`config.mk`:
```
export PLATFORM = sky130hd
export DESIGN_NAME = ntt_unloader
export DESIGN_NICKNAME = d
export VERILOG_FILES = /design/src/rtl/ntt_unloader_pkg.sv /design/src/rtl/ntt_out_fifo.sv /design/src/rtl/ntt_unloader.sv
export SDC_FILE = /design/constraint.sdc
export NUM_CORES = 1
export LEC_CHECK = 0
export ABC_CLOCK_PERIOD_IN_PS = 3900
export CAP_MARGIN = 20
export CORE_MARGIN = 10
export CORE_UTILIZATION = 38
export CTS_CLUSTER_DIAMETER = 30
export DETAILED_ROUTE_END_ITERATION = 8
export PLACE_DENSITY_LB_ADDON = 0.1
export SYNTH_ARGS = -nofsm -noshare
export SYNTH_HDL_FRONTEND = slang
export SYNTH_SLANG_ARGS = --single-unit
export TNS_END_PERCENT = 30
```
`constraint.sdc`:
```
create_clock -name clk -period 3.9 [get_ports clk]
set_input_delay 0.78 -clock clk [delete_from_list [all_inputs] [get_ports clk]]
set_output_delay 0.78 -clock clk [all_outputs]
set_load 0.1 [all_outputs]
```
`src/rtl/ntt_unloader_pkg.sv`:
```
// Shared NTT definitions: default sizes, unloader FSM states and the
// bit-reverse helper used to undo the transform's output permutation.
package ntt_unloader_pkg;

    localparam int NTT_DATA_SIZE_ARB = 13;
    localparam int NTT_RING_SIZE     = 256;

    typedef enum logic [1:0] {
        IDLE  = 2'd0,
        READ  = 2'd1,
        DRAIN = 2'd2,
        DONE  = 2'd3
    } unl_state_e;

    // Reverses the low w bits of a; bits above w come back as zero.
    function automatic logic [31:0] bit_rev(input logic [31:0] a, input int w);
        logic [31:0] r;
        r = '0;
        for (int i = 0; i < w; i++) r[i] = a[w-1-i];
        return r;
    endfunction

endpackage

```
`src/rtl/ntt_out_fifo.sv`:
```
// Two-entry output buffer; head entry drives the outputs straight from flops,
// so data and valid stay stable while the sink stalls.
module ntt_out_fifo #(
    parameter int W = 14
) (
    input  logic         clk,
    input  logic         reset,
    input  logic         push_i,
    input  logic [W-1:0] wdata_i,
    input  logic         ready_i,
    output logic         valid_o,
    output logic [W-1:0] data_o,
    output logic [1:0]   count_o
);

    logic [W-1:0] d0_q, d0_d, d1_q, d1_d;
    logic         v0_q, v0_d, v1_q, v1_d;

    always_comb begin
        d0_d = d0_q;
        d1_d = d1_q;
        v0_d = v0_q;
        v1_d = v1_q;
        if (v0_q && ready_i) begin
            d0_d = d1_q;
            v0_d = v1_q;
            v1_d = 1'b0;
        end
        // Upstream credit check guarantees a free slot after any pop.
        if (push_i) begin
            if (!v0_d) begin
                d0_d = wdata_i;
                v0_d = 1'b1;
            end else begin
                d1_d = wdata_i;
                v1_d = 1'b1;
            end
        end
    end

    always_ff @(posedge clk) begin
        if (!reset) begin
            d0_q <= '0;
            d1_q <= '0;
            v0_q <= 1'b0;
            v1_q <= 1'b0;
        end else begin
            d0_q <= d0_d;
            d1_q <= d1_d;
            v0_q <= v0_d;
            v1_q <= v1_d;
        end
    end

    assign valid_o = v0_q;
    assign data_o  = d0_q;
    assign count_o = {1'b0, v0_q} + {1'b0, v1_q};

endmodule

```
`src/rtl/ntt_unloader.sv`:
```
// Streams a finished polynomial out of the result RAM, natural or bit-reversed
// order, with a credit-limited read pipeline feeding a 2-entry output buffer.
module ntt_unloader
    import ntt_unloader_pkg::*;
#(
    parameter int  DATA_SIZE_ARB = NTT_DATA_SIZE_ARB,
    parameter int  RING_SIZE     = NTT_RING_SIZE,
    localparam int ADDR_W        = $clog2(RING_SIZE)
) (
    input  logic                     clk,
    input  logic                     reset,
    input  logic                     start,
    input  logic                     bitrev_en,
    output logic                     ram_re,
    output logic [ADDR_W-1:0]        ram_addr,
    input  logic [DATA_SIZE_ARB-1:0] ram_rdata,
    output logic [DATA_SIZE_ARB-1:0] dout,
    output logic                     dout_valid,
    input  logic                     dout_ready,
    output logic                     dout_last,
    output logic                     busy,
    output logic                     done
);

    unl_state_e        state_q, state_d;
    logic [ADDR_W-1:0] k_q, k_d;
    logic              rev_q, rev_d;
    logic              infl_q, infl_last_q;
    logic              xfer, issue, last_rd;
    logic [1:0]        fifo_cnt;
    logic [2:0]        occ;
    logic [ADDR_W-1:0] rev_addr;

    assign xfer     = dout_valid & dout_ready;
    // Slots already committed: buffered + returning next cycle - leaving now.
    assign occ      = {1'b0, fifo_cnt} + {2'b0, infl_q} - {2'b0, xfer};
    assign issue    = (state_q == READ) && (occ < 3'd2);
    assign last_rd  = (k_q == ADDR_W'(RING_SIZE - 1));
    assign rev_addr = ADDR_W'(bit_rev(32'(k_q), ADDR_W));

    assign ram_re   = issue;
    assign ram_addr = issue ? (rev_q ? rev_addr : k_q) : '0;
    assign busy     = (state_q == READ) || (state_q == DRAIN);
    assign done     = (state_q == DONE);

    always_comb begin
        state_d = state_q;
        k_d     = k_q;
        rev_d   = rev_q;
        case (state_q)
            IDLE: if (start) begin
                state_d = READ;
                k_d     = '0;
                rev_d   = bitrev_en;
            end
            READ: if (issue) begin
                if (last_rd) state_d = DRAIN;
                else         k_d     = k_q + 1'b1;
            end
            DRAIN:   if (xfer && dout_last) state_d = DONE;
            DONE:    state_d = IDLE;
            default: state_d = IDLE;
        endcase
    end

    always_ff @(posedge clk) begin
        if (!reset) begin
            state_q     <= IDLE;
            k_q         <= '0;
            rev_q       <= 1'b0;
            infl_q      <= 1'b0;
            infl_last_q <= 1'b0;
        end else begin
            state_q     <= state_d;
            k_q         <= k_d;
            rev_q       <= rev_d;
            infl_q      <= issue;
            infl_last_q <= issue & last_rd;
        end
    end

    ntt_out_fifo #(
        .W(DATA_SIZE_ARB + 1)
    ) u_fifo (
        .clk     (clk),
        .reset   (reset),
        .push_i  (infl_q),
        .wdata_i ({infl_last_q, ram_rdata}),
        .ready_i (dout_ready),
        .valid_o (dout_valid),
        .data_o  ({dout_last, dout}),
        .count_o (fifo_cnt)
    );

endmodule

```
==> results.cfg, run 1 <==
[outcome]
run_status = complete, no violations

[synthesis]
synthDistinctLibCells = 40
synth-seq-cells = 43
synth_xor_area_frac = 0.00781
synth_compound_area_frac = 0.148
mappedNetlistNets = 267
combinational_family_with_the_most_area_after_synthesis = simple AND/OR/NAND/NOR gates
predominant_post_synthesis_flop_cell = dfxtp_1
yosysSeqAreaShare = 0.413
synth-edff-count = 0
yosysWarningCount = 0
post_synth_instance_area_um2 = 2080
synthCells = 240
synth_mux_area_frac = 0.120
synthSimpleGateAreaFrac = 0.203
synth_area_in_adders = 0.0541
syn-mean-instance-area_um2 = 8.67
asyncSetResetFlopFracSynth = 0

[clock_tree]
cts-buffers-inserted = 5
holdBufCountCts = 0
tritoncts = built
cts.clk_slew.worst_paths_ns = 0.09
clock_sinks = 43
source_to_sink_clock_delay_at_the_later_pin_of_the_worst_skew_pair_ns = 0.30
cts_resized = 0
h_tree_depth = 2
ctsRootBufferMaster = clkbuf_8
number_of_setup_buffers_added_after_cts = 0
maximum_clock_path_buffer_count = 2

[setup_path]
crit_chain = clkdlybuf4s50_1, nand2_1, inv_1, ha_1, inv_1, ha_1, a21oi_2, xnor2_2, nand2b_4, inv_2, buf_12
critical-path-slowest-cell = clkdlybuf4s50_1
r2r_slack_ns = 1.59
timing.critical_path.to_type = primary output
crit_required_ns = 3.12
max_stage_delay_ns = 0.44
critPathMaxFanout = 11
worst_setup_path_start_kind = input pin
cp_data_arrival_time_ns = 2.87
path_class = in -> out

[sta]
finalHoldViolCount = 0
tightest_slew_ns = 0.997
timing.final.max_slew_violations = 0
unrepaired_setup_endpoints_after_global_routing = false
timing.fmax_mhz = 274
finalClockSkew_ns = 0.0110
period_needed_ns = 3.65
totalNegativeSetupSlack_ns = 0
timing.slew.headroom = 0.335
holdWs_ns = 0.473
setup_viol = 0
post_route_clock_period_utilization = 0.936
fin_ws_ns = 0.251

[pwr]
cell_area_power_density_nw_per_um2 = 573
total_power_w = 0.00161
leakagePower_nw = 1.08
worst_voltage_drop_across_the_vdd_grid_v = 0.000491

[floorplanning]
floorplan.core_area_um2 = 5200
placement_rows = 26
initial_core_util = 0.400
design.die.area_um2 = 8840
floorplan.die.height_um = 94.0
chipWidth_um = 94.0
ios = 44

[place]
dp_hpwl_um = 3460
placement.io_buffers = 43
globalplace.congestion = 0.805
detailedPlace.worstSlack_ns = 0.233
dp_cells = 343

[run]
cap_viol_max_count = 0

[layout]
final_cells = 351
finish.net_count = 307
layout-drive-gt1-share = 0.139
antennaDiodeCount = 0
area_growth_pct = 34.7

[detailed_routing]
post_drt_wl_per_cell_um = 13.8
detail_route.vias_per_cell = 4.98
final_antenna_net_count = 0
firstDrtPassIters = 4
wl_um = 4840
vias = 1749
number_of_drc_violations_after_detailed_routing_iteration_0 = 92
post-route-drc-count = 0

[global_route]
grt_start_max_net_pins = 34
first_global_vias = 1726
grt_antenna_before_repair = 0
grt_pass1_wl_um = 8220
globalRouteOverflowTotal = 0
grt_util_all_layers = 0.112

[worst_hold_path]
holdCritPathClass = reg -> reg
[worst max-delay path, delay by kind of cell]
kind | cells | cell delay (ns)
buffers and inverters | 5 | 0.83
adder cells (fa/ha/maj) | 2 | 0.53
AND/OR/NAND/NOR | 2 | 0.41
AO/OA/AOI/OAI | 1 | 0.18
XOR/XNOR | 1 | 0.13
[sequential cells by signal (all words and copies together) (netlist names)]
name,cells
u_fifo.d1_q,14
u_fifo.data_o,14
k_q,8
state_q,2
infl_last_q,1
infl_q,1
rev_q,1
u_fifo.v1_q,1
u_fifo.valid_o,1
[final cells by class]
type | count | area (µm²)
clock buffer | 5 | 68.8
clock inverter | 3 | 23.8
fill | 504 | 2400
inverter | 12 | 45.0
multi-input combinational | 171 | 1170
sequential | 43 | 862
tap | 70 | 87.6
timing repair buffer | 47 | 548
[Yosys cell counts (3+ instances only)]
cell | instances | area share
a21oi_1 | 3 | 0.0072
buf_2 | 5 | 0.012
nor2_1 | 39 | 0.070
o31ai_1 | 3 | 0.011
a311oi_1 | 14 | 0.059
clkbuf_1 | 6 | 0.011
nand2_1 | 38 | 0.069
ha_1 | 9 | 0.054
inv_1 | 11 | 0.020
dfxtp_1 | 43 | 0.41
nand3_1 | 9 | 0.022
mux2i_1 | 25 | 0.12
[logic make-up (layout without fill, tap and decap cells)]
family	after synthesis	count (layout)
xor gates and xnor gates	1	1
muxes	25	25
adders and majority gates	9	9
DFF	43	43
and+or+nand+nor	98	98
buffers and inverters	26	67
AOI/OAI and AO/OA	38	38
[worst paths after layout]
kind,from,endpoint,depth (start not counted)
setup / recovery,dout_ready,ram_re,11
hold reg to reg,u_fifo.d1_q[12],u_fifo.data_o[12],2
hold / removal,u_fifo.d1_q[12],u_fifo.data_o[12],2
setup reg to reg,u_fifo.valid_o,k_q[3],11
[layer usage]
metal,global-route usage,vias up,routed length (µm)
li1,-,918,-
met1,0.143,801,2340
met2,0.173,28,2250
met3,0.0440,2,238
met4,0.0266,0,16
met5,0,-,0
[layout by cell type, fill, tap and decap left out, types with 2 or more instances in the layout]
cell type	count
nor3_1	2
a311oi_1	14
nand4_1	2
buf_12	9
o21ai_0	2
nand3_1	9
nor2_1	31
mux2i_1	25
dfxtp_1	42
clkdlybuf4s50_1	33
clkbuf_8	5
inv_1	11
nor2_4	8
o21a_1	2
buf_4	5
o32ai_1	2
nand2_1	38
clkinvlp_4	2
o31ai_1	3
a31oi_1	2
a21oi_1	3
ha_1	9
[where the power goes]
| group | leakage, nW | internal [W] | switching, W |
|---|---|---|---|
| combinational | 0.687 | 0.000212 | 0.000571 |
| sequential | 0.349 | 0.000490 | 0.0000441 |
| clock | 0.0408 | 0.000128 | 0.000162 |
| total | 1.08 | 0.000830 | 0.000777 |
[through the flow]
stage          utilization  cell area, µm²
4_1_cts              0.539            2810
5_1_grt              0.539            2810
3_5_place_dp         0.521            2710
2_1_floorplan            -            2140
6_report             0.539            2810
3_3_place_gp         0.521            2710
Power figures use the tool's default switching activity.
==> inputs of run 2 (changes only) <==
- CORE_UTILIZATION: 38 -> 50
==> results.cfg, run 2 (synthesized netlist as in run 1, its figures left out) <==
[floorplanning]
initial_core_util = 0.517
floorplan.core_area_um2 = 4030
floorplan.die.height_um = 84.5
placement_rows = 23
ios = 44
design.die.area_um2 = 7150
chipWidth_um = 84.5

[run]
cap_viol_max_count = 0

[setup_path]
critPathCapture = ram_re
max_stage_delay_ns = 0.45
r2r_slack_ns = 1.57
critical-path-slowest-cell = clkdlybuf4s50_1
crit_required_ns = 3.12
worst-path-stages = 11
worst_r2r_endpoint = k_q[3]
critPathMaxFanout = 11
timing.critical_path.to_type = primary output
crit_buf_inv = 5
cell_family_with_the_largest_share_of_critical_path_delay = buffers and inverters
cp_data_arrival_time_ns = 2.91
reg2reg_from = u_fifo.valid_o
critical_path.startpoint = dout_ready
crit_chain = clkdlybuf4s50_1, nand2_1, inv_1, ha_1, inv_1, ha_1, a21oi_2, xnor2_2, nand2b_4, inv_2, buf_12
worst_setup_path_start_kind = input pin
path_class = in -> out
worstRegToRegCells = 11

[clock_tree]
h_tree_depth = 2
maximum_clock_path_buffer_count = 2
cts.clk_slew.worst_paths_ns = 0.08
cts_resized = 0
source_to_sink_clock_delay_at_the_later_pin_of_the_worst_skew_pair_ns = 0.29
number_of_setup_buffers_added_after_cts = 0
holdBufCountCts = 0
cts-buffers-inserted = 5
ctsRootBufferMaster = clkbuf_8
tritoncts = built
clock_sinks = 43

[layout]
finish.net_count = 307
layout_common_cells = 42 x dfxtp_1, 38 x nand2_1, 33 x clkdlybuf4s50_1
layout-drive-gt1-share = 0.136
antennaDiodeCount = 0
area_growth_pct = 33.3
layout_commonest_cell = dfxtp_1
core_utilization_of_the_finished_layout = 0.689

[place]
detailedPlace.worstSlack_ns = 0.211
placement.io_buffers = 43
dp_hpwl_um = 3380
globalplace.congestion = 0.835

[sta]
unrepaired_setup_endpoints_after_global_routing = false
period_needed_ns = 3.69
totalNegativeSetupSlack_ns = 0
timing.fmax_mhz = 271
finalHoldViolCount = 0
tightest_slew_ns = 1.00
setup_viol = 0
finalClockSkew_ns = 0.00579
timing.final.max_slew_violations = 0
fin_ws_ns = 0.211
post_route_clock_period_utilization = 0.946
timing.slew.headroom = 0.330

[detailed_routing]
detail_route.vias_per_cell = 5.45
post_drt_wl_per_cell_um = 14.0
wl_um = 4620
number_of_drc_violations_after_detailed_routing_iteration_0 = 125
vias = 1799
firstDrtPassIters = 4
post-route-drc-count = 0
final_antenna_net_count = 0

[global_route]
grt_pass1_wl_um = 8090
globalRouteOverflowTotal = 0
grt_antenna_before_repair = 0
grt_util_all_layers = 0.132
first_global_vias = 1786
grt_start_max_net_pins = 34

[worst_hold_path]
hold-path-cell-count = 2
hold_path_startpoint = u_fifo.d1_q[10]
holdCritPathClass = reg -> reg

[outcome]
run_status = complete, no violations

[pwr]
worst_voltage_drop_across_the_vdd_grid_v = 0.000533
cell_area_power_density_nw_per_um2 = 574
leakagePower_nw = 1.08
[run 2: layout make-up]
class                   count  area, µm²
fillers                   328       1250
multi-input cells         171       1170
flip-flops and latches     43        862
repair buffers             47        548
clock buffers               6       82.6
well taps                  50       62.6
inverters                  12       45.0
clock inverters             1       5.00
[run 2: tightest hold or removal path, cell delays in order (launching register included)]
cell      delay (ns)
dfxtp_1         0.31
nand2_1         0.05
a311oi_1        0.07
[run 2: routing by layer]
| metal | track usage | routed length, µm | up-vias | share of wire |
|---|---|---|---|---|
| met2 | 0.206 | 2050 | 37 | 0.44 |
| met3 | 0.0502 | 298 | 6 | 0.064 |
| met1 | 0.165 | 2230 | 838 | 0.48 |
| met5 | 0 | 0 | - | 0 |
| li1 | - | - | 918 | - |
| met4 | 0.0359 | 46 | 0 | 0.010 |
[run 2: worst min path at each step]
stage and end:
3_5_place_dp u_fifo.data_o[5], 3_3_place_gp u_fifo.data_o[12], 2_1_floorplan u_fifo.data_o[0], 5_1_grt u_fifo.data_o[12], 6_report u_fifo.data_o[10], 4_1_cts u_fifo.data_o[5]
[run 2: through the flow]
step	hold slack [ns]	cell area (µm²)	instances	power (W)
after floorplan	0.454	2140	240	0.00115
after global placement	0.461	2690	323	0.00132
after detailed placement	0.468	2690	323	0.00133
after CTS	0.481	2780	330	0.00161
after global routing	0.498	2780	330	0.00167
final	0.480	2780	330	0.00159
[run 2: report_power, final]
| group | internal [W] | leakage, nW | switching [W] |
|---|---|---|---|
| combinational | 0.000212 | 0.687 | 0.000570 |
| clock | 0.000139 | 0.0470 | 0.000140 |
| sequential | 0.000491 | 0.349 | 0.0000432 |
| total | 0.000841 | 1.08 | 0.000753 |
